$ cat src/rtl/mem_stage_pkg.sv
// Shared MEM-stage types: FSM states, MEM/WB bundle,
// alignment mask and timeout counter width.
package mem_stage_pkg;

  typedef enum logic {
    S_IDLE = 1'b0,
    S_WAIT = 1'b1
  } state_e;

  typedef struct packed {
    logic        reg_write;
    logic        mem2reg;
    logic        fault;
    logic [4:0]  rd;
    logic [63:0] alu_out;
    logic [63:0] read_data;
  } mem_wb_t;

  localparam logic [2:0] ALIGN_MASK = 3'b111;
  localparam int         CNT_W      = 8;

  function automatic logic is_misaligned(
    input logic [63:0] addr
  );
    return (addr[2:0] & ALIGN_MASK) != 3'b000;
  endfunction

endpackage

$ cat src/rtl/mem_wb_reg.sv
// MEM/WB pipeline register; a bubble clears
// every field so writeback sees a no-op.
module mem_wb_reg
  import mem_stage_pkg::*;
(
  input  logic    clk,
  input  logic    rst_n,
  input  logic    bubble,
  input  mem_wb_t d,
  output mem_wb_t q
);

  // load next bundle, or zeros on bubble/reset
  always_ff @(posedge clk or negedge rst_n) begin
    if (!rst_n) begin
      q <= '0;
    end else if (bubble) begin
      q <= '0;
    end else begin
      q <= d;
    end
  end

endmodule

$ cat src/rtl/mem_stage.sv
// MEM stage: dmem handshake FSM, timeout and
// fault detection, feeding the MEM/WB register.
module mem_stage
  import mem_stage_pkg::*;
#(
  parameter int TIMEOUT = 16
) (
  input  logic        clk,
  input  logic        resetl,
  input  logic        Valid_MEM,
  input  logic        RegWrite_MEM,
  input  logic        Mem2Reg_MEM,
  input  logic        MemRead_MEM,
  input  logic        MemWrite_MEM,
  input  logic [4:0]  RD_MEM,
  input  logic [63:0] ALUout_MEM,
  input  logic [63:0] WriteData_MEM,
  output logic        dmem_req,
  output logic        dmem_we,
  output logic [63:0] dmem_addr,
  output logic [63:0] dmem_wdata,
  input  logic        dmem_ready,
  input  logic [63:0] dmem_rdata,
  output logic        Stall_MEM,
  output logic        RegWrite_WB,
  output logic        Mem2Reg_WB,
  output logic [4:0]  RD_WB,
  output logic [63:0] ALUout_WB,
  output logic [63:0] ReadData_WB,
  output logic        Fault_WB
);

  localparam logic [CNT_W-1:0] CNT_LAST =
    CNT_W'(TIMEOUT - 1);

  state_e           state;
  state_e           state_nxt;
  logic [CNT_W-1:0] cnt;
  logic [CNT_W-1:0] cnt_nxt;

  logic    mem_op;
  logic    misaligned;
  logic    aligned_op;
  logic    is_store;
  logic    req_raw;
  logic    timeout_hit;
  logic    load_done;
  logic    fault;
  logic    bubble;
  mem_wb_t wb_d;
  mem_wb_t wb_q;

  assign mem_op     = Valid_MEM &
                      (MemRead_MEM | MemWrite_MEM);
  assign misaligned = is_misaligned(ALUout_MEM);
  assign aligned_op = mem_op & ~misaligned;
  // read+write together behaves as a store
  assign is_store   = MemWrite_MEM;

  // state and timeout counter
  always_ff @(posedge clk or negedge resetl) begin
    if (!resetl) begin
      state <= S_IDLE;
      cnt   <= '0;
    end else begin
      state <= state_nxt;
      cnt   <= cnt_nxt;
    end
  end

  // next state, raw request and timeout detect
  always_comb begin
    state_nxt   = state;
    cnt_nxt     = cnt;
    req_raw     = 1'b0;
    timeout_hit = 1'b0;
    unique case (state)
      S_IDLE: begin
        req_raw = aligned_op;
        if (aligned_op && !dmem_ready) begin
          state_nxt = S_WAIT;
          cnt_nxt   = '0;
        end
      end
      S_WAIT: begin
        req_raw     = 1'b1;
        timeout_hit = ~dmem_ready &
                      (cnt == CNT_LAST);
        if (!dmem_ready) begin
          cnt_nxt = cnt + 1'b1;
        end
        if (dmem_ready || timeout_hit) begin
          state_nxt = S_IDLE;
        end
      end
      default: begin
        state_nxt = S_IDLE;
      end
    endcase
  end

  // reset must silence the request immediately
  assign dmem_req   = resetl & req_raw;
  assign dmem_we    = dmem_req & is_store;
  assign dmem_addr  = dmem_req ? ALUout_MEM : '0;
  assign dmem_wdata = dmem_req ? WriteData_MEM : '0;

  assign Stall_MEM  = dmem_req & ~dmem_ready &
                      ~timeout_hit;

  assign load_done  = dmem_req & dmem_ready &
                      ~is_store;
  assign fault      = (mem_op & misaligned) |
                      timeout_hit;
  assign bubble     = Stall_MEM | ~Valid_MEM;

  // assemble the bundle headed for writeback
  always_comb begin
    wb_d           = '0;
    wb_d.reg_write = Valid_MEM & RegWrite_MEM &
                     ~fault;
    wb_d.mem2reg   = Mem2Reg_MEM;
    wb_d.fault     = fault;
    wb_d.rd        = RD_MEM;
    wb_d.alu_out   = ALUout_MEM;
    unique case (1'b1)
      load_done: wb_d.read_data = dmem_rdata;
      default:   wb_d.read_data = '0;
    endcase
  end

  mem_wb_reg u_mem_wb_reg (
    .clk    (clk),
    .rst_n  (resetl),
    .bubble (bubble),
    .d      (wb_d),
    .q      (wb_q)
  );

  assign RegWrite_WB = wb_q.reg_write;
  assign Mem2Reg_WB  = wb_q.mem2reg;
  assign Fault_WB    = wb_q.fault;
  assign RD_WB       = wb_q.rd;
  assign ALUout_WB   = wb_q.alu_out;
  assign ReadData_WB = wb_q.read_data;

endmodule

$ cat config.mk
export PLATFORM = sky130hd
export DESIGN_NAME = mem_stage
export DESIGN_NICKNAME = d
export VERILOG_FILES = /design/src/rtl/mem_stage_pkg.sv /design/src/rtl/mem_wb_reg.sv /design/src/rtl/mem_stage.sv
export SDC_FILE = /design/constraint.sdc
export NUM_CORES = 1
export LEC_CHECK = 0
export BUFFER_PORTS_ARGS = -buffer_cell sky130_fd_sc_hd__buf_2
export CORE_AREA = 5 5 181 183
export CTS_BUF_LIST = sky130_fd_sc_hd__clkbuf_2 sky130_fd_sc_hd__clkbuf_4 sky130_fd_sc_hd__clkbuf_8
export CTS_CLUSTER_SIZE = 24
export DETAILED_ROUTE_END_ITERATION = 8
export DIE_AREA = 0 0 186 188
export GPL_TIMING_DRIVEN = 0
export PLACE_DENSITY = 0.47
export SYNTH_ARGS = -nofsm -noshare
export SYNTH_HDL_FRONTEND = slang
export SYNTH_HIERARCHICAL = 1
export SYNTH_SLANG_ARGS = --single-unit
$ cat constraint.sdc
create_clock -name clk -period 2.5 [get_ports clk]
set_input_delay 0.375 -clock clk [delete_from_list [all_inputs] [get_ports clk]]
set_output_delay 0.375 -clock clk [all_outputs]
set_load 0.03 [all_outputs]
Yosys cells after proc, flatten, opt, wreduce, memory -nomap -nowiden

Cells that the tools add are included.

Register bits: 145
Output and inout bits: 267

Add/sub/neg operators: 1
Eq/ne operators: 3
Multiplexer cells: 12
Bitwise operators: 22
Reduce and logical (&&, ||, !) cells: 5

Operator list:

| kind                | count |
|---|---|
| $mux 64             | 3 |
| $mux 136            | 1 |
| $mux 8              | 2 |
| $pmux 8 s2          | 1 |
| $and 1x1->1         | 12 |
| $add 8x1->8 const B | 1 |
| $eq 8x4->1 const B  | 1 |
| $not 1->1           | 7 |
| $ne 2x2->1 const B  | 2 |
| $pmux 1 s2          | 2 |
| $mux 1              | 3 |
| $or 1x1->1          | 3 |
| $reduce_bool 3->1   | 1 |
| $reduce_and 2->1    | 1 |
| $logic_and 1x1->1   | 1 |
| $logic_not 1->1     | 1 |
| $logic_or 1x1->1    | 1 |

Logic depth before layout (Yosys ltp)

Gate-level depths: netlist of the first run.

Word-level depth: 9
Mapped depth: 8
Mapped depth without buffers: 5

Modules after synthesis

The synthesis of the first run kept the hierarchy.

Modules (own cells, without submodules):

| module     | times used | cells each | area an instance (um^2) | seq. area each (um^2) |
|---|---|---|---|---|
| mem_wb_reg | 1          | 287        | 4360.4                  | 3403.3 |
| mem_stage  | 1          | 303        | 2507.4                  | 225.2 |

Worst setup path before layout of the first run

Ideal clock, no wire load.

Path type: reg-to-reg
Start: register cnt[4]
End: register u_mem_wb_reg/q[100] (netlist name)
Data arrival time: 1937 ps
Data required time: 2427 ps
Setup slack: 491 ps
Stages on the path, launching flop included: 8
Clock period less this slack: 2009 ps
Cells stage by stage: dfrtp_1 or4b_1 or3_4 a31o_1 buf_2 buf_6 buf_6 nor2b_1

Word-level cells in the longest chain between the ends: 7

RTL lines:

| what                   | line             | text |
|---|---|---|
| start, declared        | mem_stage.sv:38  | `logic [CNT_W-1:0] cnt;` |
| start signal, assigned | mem_stage.sv:67  | `cnt <= cnt_nxt;` |
| $eq 8x4->1             | mem_stage.sv:88  | `(cnt == CNT_LAST);` |
| $and 1x1->1            | mem_stage.sv:87  | `timeout_hit = ~dmem_ready &` |
| $mux 1                 | mem_stage.sv:77  | `unique case (state)` |
| $not 1->1              | mem_stage.sv:109 | `~timeout_hit;` |
| $and 1x1->1            | mem_stage.sv:108 | `assign Stall_MEM = dmem_req & ~dmem_ready &` |
| $or 1x1->1             | mem_stage.sv:115 | `assign bubble = Stall_MEM \| ~Valid_MEM;` |
| net bubble             | mem_stage.sv:49  | `logic bubble;` |
| $mux 136               | mem_wb_reg.sv:17 | `end else if (bubble) begin` |
| end signal, assigned   | mem_wb_reg.sv:16 | `q <= '0;` |
| end signal, assigned   | mem_wb_reg.sv:18 | `q <= '0;` |
| end signal, assigned   | mem_wb_reg.sv:20 | `q <= d;` |
| end, declared          | mem_wb_reg.sv:10 | `output mem_wb_t q` |

The timed path passes the listed nets, and every way through them passes these cells.
A chain may end at the register's enable or synchronous reset.

Final worst setup path of the first run

Start: register cnt[4]
End: output port Stall_MEM

Word-level cells in the longest chain between the ends: 5

RTL lines:

| what          | line             | text |
|---|---|---|
| $eq 8x4->1    | mem_stage.sv:88  |  |
| $and 1x1->1   | mem_stage.sv:87  |  |
| $mux 1        | mem_stage.sv:77  |  |
| $not 1->1     | mem_stage.sv:109 |  |
| $and 1x1->1   | mem_stage.sv:108 |  |
| end, declared | mem_stage.sv:24  | `output logic Stall_MEM,` |

No other way between the ends.

==> impl_metrics.json, run 1 <==
{
  "skew_ns": 0.0182,
  "drive_above_1_share_pct": 50.3,
  "synth.cell_area_mm2": 0.00687,
  "hold_end": "u_mem_wb_reg/q[128]",
  "synthCells": 590,
  "max-cap-violations": 0,
  "p_leak_nw": 6.49,
  "vias": 6386,
  "worstHoldStart": "RD_MEM[0]",
  "die_w_um": 186,
  "nets": 1297,
  "grt_pass1_vias": 6750,
  "gp_congestion": 0.807,
  "worstRegToRegCells": 8,
  "relSlewSlack_pct": 57.1,
  "insertion_delay_ns": 0.44,
  "r2r_end": "u_mem_wb_reg/q[130]",
  "vdd_drop_max_v": 0.000281,
  "coreArea_mm2": 0.0311,
  "p_clk_share_pct": 34.3,
  "cp.arrival_ns": 2.01,
  "p_per_area_mw_per_mm2": 518,
  "multiInputGateArea_mm2": 0.00292,
  "critical_path.startpoint_type": "flop",
  "seqCellArea_mm2": 0.00363,
  "status": "finished clean",
  "die-area_mm2": 0.0350,
  "regToRegSetupSlack_ns": 0.17,
  "tightest_slew_ns": 0.643,
  "crit_type": "reg -> out",
  "pwr-share-comb_pct": 19.0,
  "setup_viol": 0,
  "slew_violations": 0,
  "max_freq_mhz": 419,
  "hold_depth": 2,
  "antenna_found_initial": 6,
  "cts_buffers": 17,
  "grt_pass1_wl_um": 43300,
  "cts_htree_levels": 4,
  "io_buffers": 471,
  "hold_path_class": "in -> reg",
  "avgRoutedWirePerCell_um": 19.7,
  "synth.top_cell.area_share_pct": 52.8,
  "power_mw": 5.34,
  "ys_seq_area_share_pct": 52.8,
  "rows": 65,
  "cts_root_buf": "clkbuf_8",
  "clk_pin_slew_ns": 0.10,
  "drt-initial-drc-count": 285,
  "hold_viol_final": 0,
  "route.detailed.drc": 0,
  "synth_cell_types": 32,
  "synth-warning-count": 6,
  "crit_fanout": 2,
  "cts_tree": "built",
  "p_sw_share_pct": 32.9,
  "crit_required_ns": 2.12,
  "ys_ff_latch": 145,
  "fin_cells": 1511,
  "cts_buffer_depth": 2,
  "routed_wl_um": 29800,
  "ant_nets": 0,
  "initial_core_util_pct": 22.1,
  "yosysTopAreaCell": "dfrtp_1",
  "clock-sinks": 145,
  "final.period_utilization_pct": 95.5,
  "fill_cells": 3312,
  "area_growth_pct": 50.0,
  "dp_cells": 1464,
  "grtUsageTotal_pct": 16.5,
  "postSynthAreaPerCell_um2": 11.6,
  "grt_overflow": 0,
  "ios": 472,
  "seqPwrFrac_pct": 46.7,
  "period_needed_ns": 2.39,
  "vias_per_cell": 4.23,
  "p_switching_mw": 1.75,
  "grt_max_degree": 96,
  "die_y_um": 188,
  "critPathCaptureType": "primary output",
  "r2r-start": "cnt[4]",
  "dp_hpwl_um": 23700,
  "internal-power_mw": 3.58,
  "synth_nets": 796,
  "dpl_cell_area_mm2": 0.00977,
  "final_area_mm2": 0.0103,
  "dr.pass1.iters": 6,
  "netlist_top_cells_area": "dfrtp_1, and3b_1, nor2b_1, and4b_1, clkbuf_1"
}
[layer usage]
metal  up-vias  wire length, um  track usage [%]
met5         -               34                0
met4         4              357             3.78
met3        22             2100             3.84
met2       278            15700             30.1
met1      3029            11600             19.5
li1       3053                -                -
[area by class of cell]
| cell class | instances | area share, % |
|---|---|---|
| clock inverters | 14 | 1.18 |
| inverters | 6 | 0.219 |
| plain buffers | 66 | 3.33 |
| repair buffers | 482 | 24.3 |
| flip-flops and latches | 145 | 35.2 |
| diodes | 5 | 0.121 |
| clock buffers | 18 | 2.40 |
| multi-input cells | 373 | 28.4 |
| well taps | 402 | 4.88 |
[flip-flops by register name (all words and copies together) (netlist names)]
name            flops
u_mem_wb_reg/q    136
cnt                 8
state               1
[cells in the mapped netlist]
library cell	number
nor4_1	1
o21ai_0	3
o2111a_1	1
a21boi_0	1
a21o_1	1
dfrtp_1	145
a31o_1	1
buf_2	13
nand2b_1	2
inv_1	6
buf_6	5
or4_1	3
a21oi_1	4
or4b_1	1
clkbuf_1	48
and2_2	1
o211ai_1	6
and3b_1	126
mux2i_1	1
a31oi_1	1
nor2b_1	139
and4b_1	64
o21a_1	2
nand3_1	3
a41oi_1	1
and3_1	3
ha_1	1
nor3_1	1
or3_4	1
nand4_1	1
nand2_1	3
and3_2	1
[how the worst max path moves through the flow]
stage,startpoint,end,cells after the start
after floorplan,cnt[4],u_mem_wb_reg/q[100],7
after global placement,resetl,u_mem_wb_reg/q[126],8
after detailed placement,resetl,u_mem_wb_reg/q[126],8
after CTS,cnt[4],u_mem_wb_reg/q[130],8
after global routing,state,dmem_addr[14],5
final,cnt[4],Stall_MEM,4
[stage by stage]
stage / TNS, ns / setup slack [ns] / utilization [%] / hold slack, ns
2_1_floorplan: 0 / 0.491 / - / 0.0794
3_3_place_gp: -917.88 / -3.02 / 31.3 / 0.499
3_5_place_dp: -90.47 / -0.692 / 31.4 / 0.350
4_1_cts: 0 / 0.00542 / 33.0 / 0.118
5_1_grt: -0.00180 / -0.00180 / 33.1 / 0.124
6_report: 0 / 0.113 / 33.2 / 0.159
[timing repair]
action,4_1_cts,5_1_grt
setup endpoints to repair,267,114
setup buffers,7,1
resized for setup,24,13
hold buffers,2,0
hold endpoints to repair,55,0
pin swaps,1,1
[worst max-delay path, stage by stage, from the launching register on]
cell     delay, ns
dfrtp_1       0.39
or4b_1        0.51
or3_4         0.35
and3_4        0.19
buf_6         0.13
[cells in the final DEF (no fill, tap or decap), types with 2 or more instances in the layout]
cell type and count:
buf_2 482, dfrtp_1 144, nor2b_1 139, and3b_1 126, and4b_1 64, clkbuf_1 29
clkbuf_8 18, clkbuf_2 15, buf_4 11, buf_6 6, inv_1 6, o211ai_1 6
diode_2 5, inv_6 5, clkinvlp_4 4, and3_1 3, nand3_1 3, o21ai_0 3
nand2_1 3, or4_1 3, a21oi_1 3, inv_8 3, o21a_1 2, nand2b_1 2
buf_16 2, buf_8 2
[logic make-up after synthesis]
group	Yosys count	share of synthesized area, %
AND/OR/NAND/NOR	350	40.0
adder cells (fa/ha/maj)	1	0.182
multiplexers	1	0.146
flip-flops	145	52.8
AO/OA/AOI/OAI	21	2.11
buffers and inverters	72	4.72
[power by group through the flow]
| stage | clock network [mW] | registers (mW) | logic [mW] |
|---|---|---|---|
| 3_3_place_gp | 0 | 2.55 | 0.948 |
| 3_5_place_dp | 0 | 2.55 | 0.958 |
| 5_1_grt | 2.02 | 2.51 | 1.12 |
| 6_report | 1.83 | 2.49 | 1.02 |
| 2_1_floorplan | 0 | 2.68 | 0.357 |
| 4_1_cts | 1.92 | 2.49 | 1.03 |
Note: power is estimated with default switching activity, not from simulation.
==> run 2: changes to the inputs <==
--- a/config.mk
+++ b/config.mk
@@ -6,13 +6,12 @@
 export NUM_CORES = 1
 export LEC_CHECK = 0
 export BUFFER_PORTS_ARGS = -buffer_cell sky130_fd_sc_hd__buf_2
-export CORE_AREA = 5 5 181 183
-export CTS_BUF_LIST = sky130_fd_sc_hd__clkbuf_2 sky130_fd_sc_hd__clkbuf_4 sky130_fd_sc_hd__clkbuf_8
+export CORE_AREA = 5 5 178 180
 export CTS_CLUSTER_SIZE = 24
 export DETAILED_ROUTE_END_ITERATION = 8
-export DIE_AREA = 0 0 186 188
+export DIE_AREA = 0 0 183 185
 export GPL_TIMING_DRIVEN = 0
-export PLACE_DENSITY = 0.47
+export PLACE_DENSITY = 0.49
 export SYNTH_ARGS = -nofsm -noshare
 export SYNTH_HDL_FRONTEND = slang
 export SYNTH_HIERARCHICAL = 1
==> run 2 against run 1 <==
Critical endpoint unchanged. Combinational power is essentially flat. Setup slack lost 0.044 ns. Via count is essentially flat. Register-to-register slack is essentially flat.
==> impl_metrics.json, run 2 (synthesis gave the netlist of run 1 again) <==
{
  "status": "finished clean",
  "grt_pass1_vias": 6657,
  "utilization_pct": 35.1,
  "startpoint": "cnt[6]",
  "crit_path_end": "Stall_MEM",
  "gp_congestion": 0.924,
  "die-area_mm2": 0.0339,
  "cts_htree_levels": 4,
  "vdd_drop_max_v": 0.000411,
  "setup_ws_ns": 0.0687,
  "grt_max_degree": 55,
  "multiInputGateArea_mm2": 0.00292,
  "relSlewSlack_pct": 57.5,
  "vias": 6381,
  "cts_buffers": 17,
  "cts_root_buf": "clkbuf_16",
  "critPathCaptureType": "primary output",
  "drt-initial-drc-count": 231,
  "final.period_utilization_pct": 97.3,
  "ant_nets": 0,
  "avgRoutedWirePerCell_um": 20.6,
  "grt_pass1_wl_um": 43600,
  "insertion_delay_ns": 0.42,
  "setup_viol": 0,
  "crit_fanout": 4,
  "coreArea_mm2": 0.0300,
  "period_needed_ns": 2.43,
  "r2r_end": "u_mem_wb_reg/q[99]",
  "hold_path_class": "in -> async",
  "critical_path.startpoint_type": "flop",
  "final_common_cell": "buf_2",
  "antenna_found_initial": 2,
  "largestRegisters": "u_mem_wb_reg/q: 136 flops, cnt: 8 flops, state: 1 flops",
  "seqCellArea_mm2": 0.00363,
  "crit_type": "reg -> out",
  "tightest_slew_ns": 0.637,
  "largest_register_ffs": 136,
  "p_per_area_mw_per_mm2": 584,
  "rsz0062_at_grt": "yes",
  "route.detailed.drc": 0,
  "fin_tns_setup_ns": 0,
  "die_w_um": 183,
  "drive_above_1_share_pct": 50.0,
  "slew_violations": 0,
  "vias_per_cell": 4.26,
  "rows": 64,
  "area_growth_pct": 53.5,
  "fill_cells": 3141,
  "skew_ns": 0.0121,
  "clock-sinks": 145,
  "cts_buffer_depth": 2,
  "layout.cells.most_common_list": "buf_2, dfrtp_1, nor2b_1",
  "cp.arrival_ns": 2.06,
  "io_buffers": 471,
  "max-cap-violations": 0,
  "crit_required_ns": 2.12,
  "dp_hpwl_um": 24200,
  "hold_viol_final": 0,
  "worstRegToRegCells": 7,
  "grt_overflow": 0,
  "die_y_um": 185,
  "place_ws_ns": -1.06,
  "dr.pass1.iters": 4,
  "regToRegSetupSlack_ns": 0.18,
  "p_leak_nw": 6.60,
  "grtUsageTotal_pct": 17.3,
  "cts_tree": "built",
  "max_freq_mhz": 411,
  "nets": 1295,
  "initial_core_util_pct": 22.9,
  "routed_wl_um": 30900,
  "clk_pin_slew_ns": 0.07,
  "largest_register": "u_mem_wb_reg/q",
  "ios": 472,
  "r2r-start": "cnt[6]"
}
[run 2: critical path: stages, from the launching register on]
cell and delay [ns]:
dfrtp_1 0.39, or4b_1 0.52, or3_4 0.40, and3_4 0.19, buf_6 0.13
[run 2: layout make-up]
cell class | count | share of cell area [%]
antenna | 1 | 0.0237
buffer | 65 | 3.15
clock buffer | 18 | 4.17
clock inverter | 13 | 1.46
inverter | 6 | 0.214
multi-input combinational | 373 | 27.7
sequential | 145 | 34.4
tap | 396 | 4.70
timing repair buffer | 481 | 24.1
[run 2: stage by stage]
stage | cells | power, mW | hold slack (ns) | cell area (um^2)
after floorplan | 590 | 3.04 | 0.0794 | 6870
after global placement | 1457 | 3.50 | 0.501 | 9720
after detailed placement | 1458 | 3.51 | 0.326 | 9760
after CTS | 1492 | 6.23 | 0.00283 | 10400
after global routing | 1498 | 6.44 | 0.108 | 10500
final | 1498 | 6.16 | 0.109 | 10500
[run 2: power by group]
group	switching (mW)	internal (mW)	leakage (nW)
logic	0.626	0.385	4.38
registers	0.0612	2.45	1.94
clock network	1.12	1.52	0.278
[run 2: what timing repair did]
action | 4_1_cts | 5_1_grt
gates cloned | 1 | 0
resized for setup | 13 | 25
setup endpoints to repair | 267 | 102
pin swaps | 0 | 2
setup buffers | 1 | 3
hold buffers | 2 | 2
endpoints found under the hold margin | 50 | 25
[run 2: how the worst min path moves through the flow]
stage	endpoint	slack [ns]	cells after the start
after CTS	u_mem_wb_reg/q[91]	0.003	2
after detailed placement	u_mem_wb_reg/q[38]	0.33	1
final	u_mem_wb_reg/q[111]	0.11	3
after global placement	cnt[3]	0.50	1
after floorplan	cnt[0]	0.08	0
after global routing	u_mem_wb_reg/q[111]	0.11	3
[run 2: metal layers]
metal	track usage (%)	vias to the layer above	wire, um
met5	0	-	0
met4	5.15	0	732
met3	3.67	25	1840
met2	31.3	259	16100
met1	20.6	3054	12200
li1	-	3043	-
==> run 3: changes to the inputs <==
--- a/config.mk
+++ b/config.mk
@@ -5,13 +5,15 @@
 export SDC_FILE = /design/constraint.sdc
 export NUM_CORES = 1
 export LEC_CHECK = 0
+export ABC_AREA = 1
 export BUFFER_PORTS_ARGS = -buffer_cell sky130_fd_sc_hd__buf_2
 export CORE_AREA = 5 5 178 180
 export CTS_CLUSTER_SIZE = 24
 export DETAILED_ROUTE_END_ITERATION = 8
 export DIE_AREA = 0 0 183 185
 export GPL_TIMING_DRIVEN = 0
-export PLACE_DENSITY = 0.49
+export MAX_ROUTING_LAYER = met4
+export PLACE_DENSITY = 0.52
 export SYNTH_ARGS = -nofsm -noshare
 export SYNTH_HDL_FRONTEND = slang
 export SYNTH_HIERARCHICAL = 1
==> run 3 against run 2 <==
Non-clock buffer count fell by 35. Power decreased by 1.2%. Combinational power decreased by 5%. Maximum frequency up 11%. Clock skew rose by 0.0055 ns. Wire length fell by 16%. Critical path depth is 3 higher. Register-to-register slack improved by 0.33 ns. Largest power group unchanged. Synthesized cell count up 55%.
==> impl_metrics.json, run 3 <==
{
  "status": "finished clean",
  "synth_cell_types": 19,
  "synth-warning-count": 6,
  "route.detailed.drc": 0,
  "r2r_end": "u_mem_wb_reg/q[132]",
  "final.period_utilization_pct": 88.0,
  "yosys_most_used_dff": "dfrtp_1",
  "largest_register_ffs": 136,
  "rsz0062_at_grt": "no",
  "critical_path.startpoint_type": "flop",
  "drt-initial-drc-count": 222,
  "crit_fanout": 5,
  "synth.cell_area_mm2": 0.00765,
  "postSynthAreaPerCell_um2": 8.36,
  "grt_pass1_vias": 6559,
  "synth.top_cell.area_share_pct": 47.4,
  "period_needed_ns": 2.20,
  "hold_path_class": "in -> async",
  "dr.pass1.iters": 4,
  "cts_tree": "built",
  "insertion_delay_ns": 0.42,
  "p_leak_nw": 7.15,
  "largestRegisters": "u_mem_wb_reg/q: 136 flops, cnt: 8 flops, state: 1 flops",
  "dp_hpwl_um": 21000,
  "grt_max_degree": 64,
  "yosysTopAreaCell": "dfrtp_1",
  "seqCellArea_mm2": 0.00363,
  "relSlewSlack_pct": 61.0,
  "multiInputGateArea_mm2": 0.00231,
  "largest_register": "u_mem_wb_reg/q",
  "cts_resized": 0,
  "rows": 64,
  "slew_violations": 0,
  "synth.most_common_cell": "inv_1",
  "tightest_slew_ns": 0.583,
  "grt_pass1_wl_um": 37900,
  "vias": 6678,
  "initial_core_util_pct": 25.5,
  "area_growth_pct": 47.3,
  "grt_overflow": 0,
  "max_freq_mhz": 455,
  "ys_ff_latch": 145,
  "die_y_um": 185,
  "setup_viol": 0,
  "regToRegSetupSlack_ns": 0.51,
  "layout.cells.most_common_list": "buf_2, inv_1, nor2_1",
  "vias_per_cell": 3.67,
  "worstRegToRegCells": 10,
  "antenna_found_initial": 2,
  "critPathCaptureType": "primary output",
  "max-cap-violations": 0,
  "cts_buffers": 17,
  "p_per_area_mw_per_mm2": 540,
  "avgRoutedWirePerCell_um": 14.3,
  "hold_viol_final": 0,
  "netlist_top_cells_area": "dfrtp_1, inv_1, nor2_4, nor2_1, buf_12",
  "clk_pin_slew_ns": 0.07,
  "die-area_mm2": 0.0339,
  "ios": 472,
  "gp_congestion": 0.775,
  "drive_above_1_share_pct": 45.7,
  "io_buffers": 471,
  "crit_type": "reg -> out",
  "r2r-start": "cnt[0]",
  "place_ws_ns": -0.0115,
  "synthCells": 916,
  "ys_seq_area_share_pct": 47.4,
  "cts_root_buf": "clkbuf_16",
  "clock-sinks": 145,
  "final_common_cell": "buf_2",
  "grtUsageTotal_pct": 15.0,
  "crit_required_ns": 2.12,
  "cts_buffer_depth": 2,
  "vdd_drop_max_v": 0.000404,
  "routed_wl_um": 26100,
  "synth_nets": 1122,
  "synth_common_cells": "inv_1, nor2_1, dfrtp_1",
  "cts_htree_levels": 4,
  "nets": 1617,
  "fin_tns_setup_ns": 0,
  "setup_ws_ns": 0.300,
  "die_w_um": 183,
  "synth_edf_count": 0,
  "coreArea_mm2": 0.0300,
  "synth-async-reset-ratio_pct": 100,
  "ant_nets": 0,
  "fill_cells": 3205,
  "cp.arrival_ns": 1.82,
  "skew_ns": 0.0176
}
run 3: changes by cell type in the layout (fill, tap and decap cells not counted), moves of 29 or more:
cell / delta
clkbuf_1: -30
nor2_1: +235
inv_1: +335
nand2_1: +29
and3b_1: -126
nor2b_1: -139
and4b_1: -64
nor2_4: +100
run 3: worst max-delay path by stage:
stage,cells past startpoint,startpoint,endpoint
floorplan,9,ALUout_MEM[1],dmem_wdata[43]
global placement,6,resetl,u_mem_wb_reg/q[41]
global route,7,cnt[0],Stall_MEM
detailed placement,7,resetl,dmem_wdata[7]
finish,7,cnt[0],Stall_MEM
CTS,7,cnt[0],Stall_MEM
run 3: cells by family after synthesis:
family,Yosys count,share of synthesized area [%]
flops,145,47.4
compound gates,4,0.294
buf+inv,377,22.4
simple gates,389,29.7
fa+ha+maj,1,0.163
run 3: repair_timing:
| item | CTS | global route |
|---|---|---|
| hold endpoints to repair | 63 | 0 |
| hold buffers | 3 | 0 |
| buffers inserted | 0 | 0 |
| setup endpoints to repair | 3 | 0 |
run 3: final cells by class:
| cell class | count | area share, % |
|---|---|---|
| tap | 396 | 4.40 |
| buffer | 35 | 3.85 |
| antenna | 2 | 0.0444 |
| sequential | 145 | 32.2 |
| clock inverter | 14 | 1.49 |
| clock buffer | 18 | 3.90 |
| multi-input combinational | 394 | 20.5 |
| timing repair buffer | 476 | 22.3 |
| inverter | 342 | 11.4 |
run 3: worst max-delay path: stages, from the launching register on:
cell and delay [ns]:
dfrtp_1 0.43, ha_1 0.24, nand3_1 0.13, inv_1 0.09, nand3_1 0.13, nand4_1 0.13
inv_1 0.07, buf_2 0.19
run 3: stage by stage:
stage	cell area, um^2	hold WS [ns]	power, mW	cells	utilization [%]
5_1_grt	11300	0.0815	6.38	1822	37.5
2_1_floorplan	7650	0.0794	3.02	916	-
3_3_place_gp	10500	0.479	3.43	1783	35.0
4_1_cts	11300	0.0546	6.20	1820	37.5
3_5_place_dp	10500	0.353	3.44	1784	35.1
6_report	11300	0.0681	6.09	1822	37.5
run 3: per-layer routing:
metal	vias to the layer above	track usage [%]	wire [um]
met4	0	3.67	343
met3	19	3.08	1450
met2	203	24.9	13400
met1	3040	18.8	10900
li1	3416	-	-
met5	-	-	0
run 3: power by group:
group	internal [mW]	total, mW	switching (mW)
combinational	0.327	0.962	0.635
sequential	2.42	2.45	0.0288
clock	1.54	2.68	1.14
total	4.28	6.09	1.80
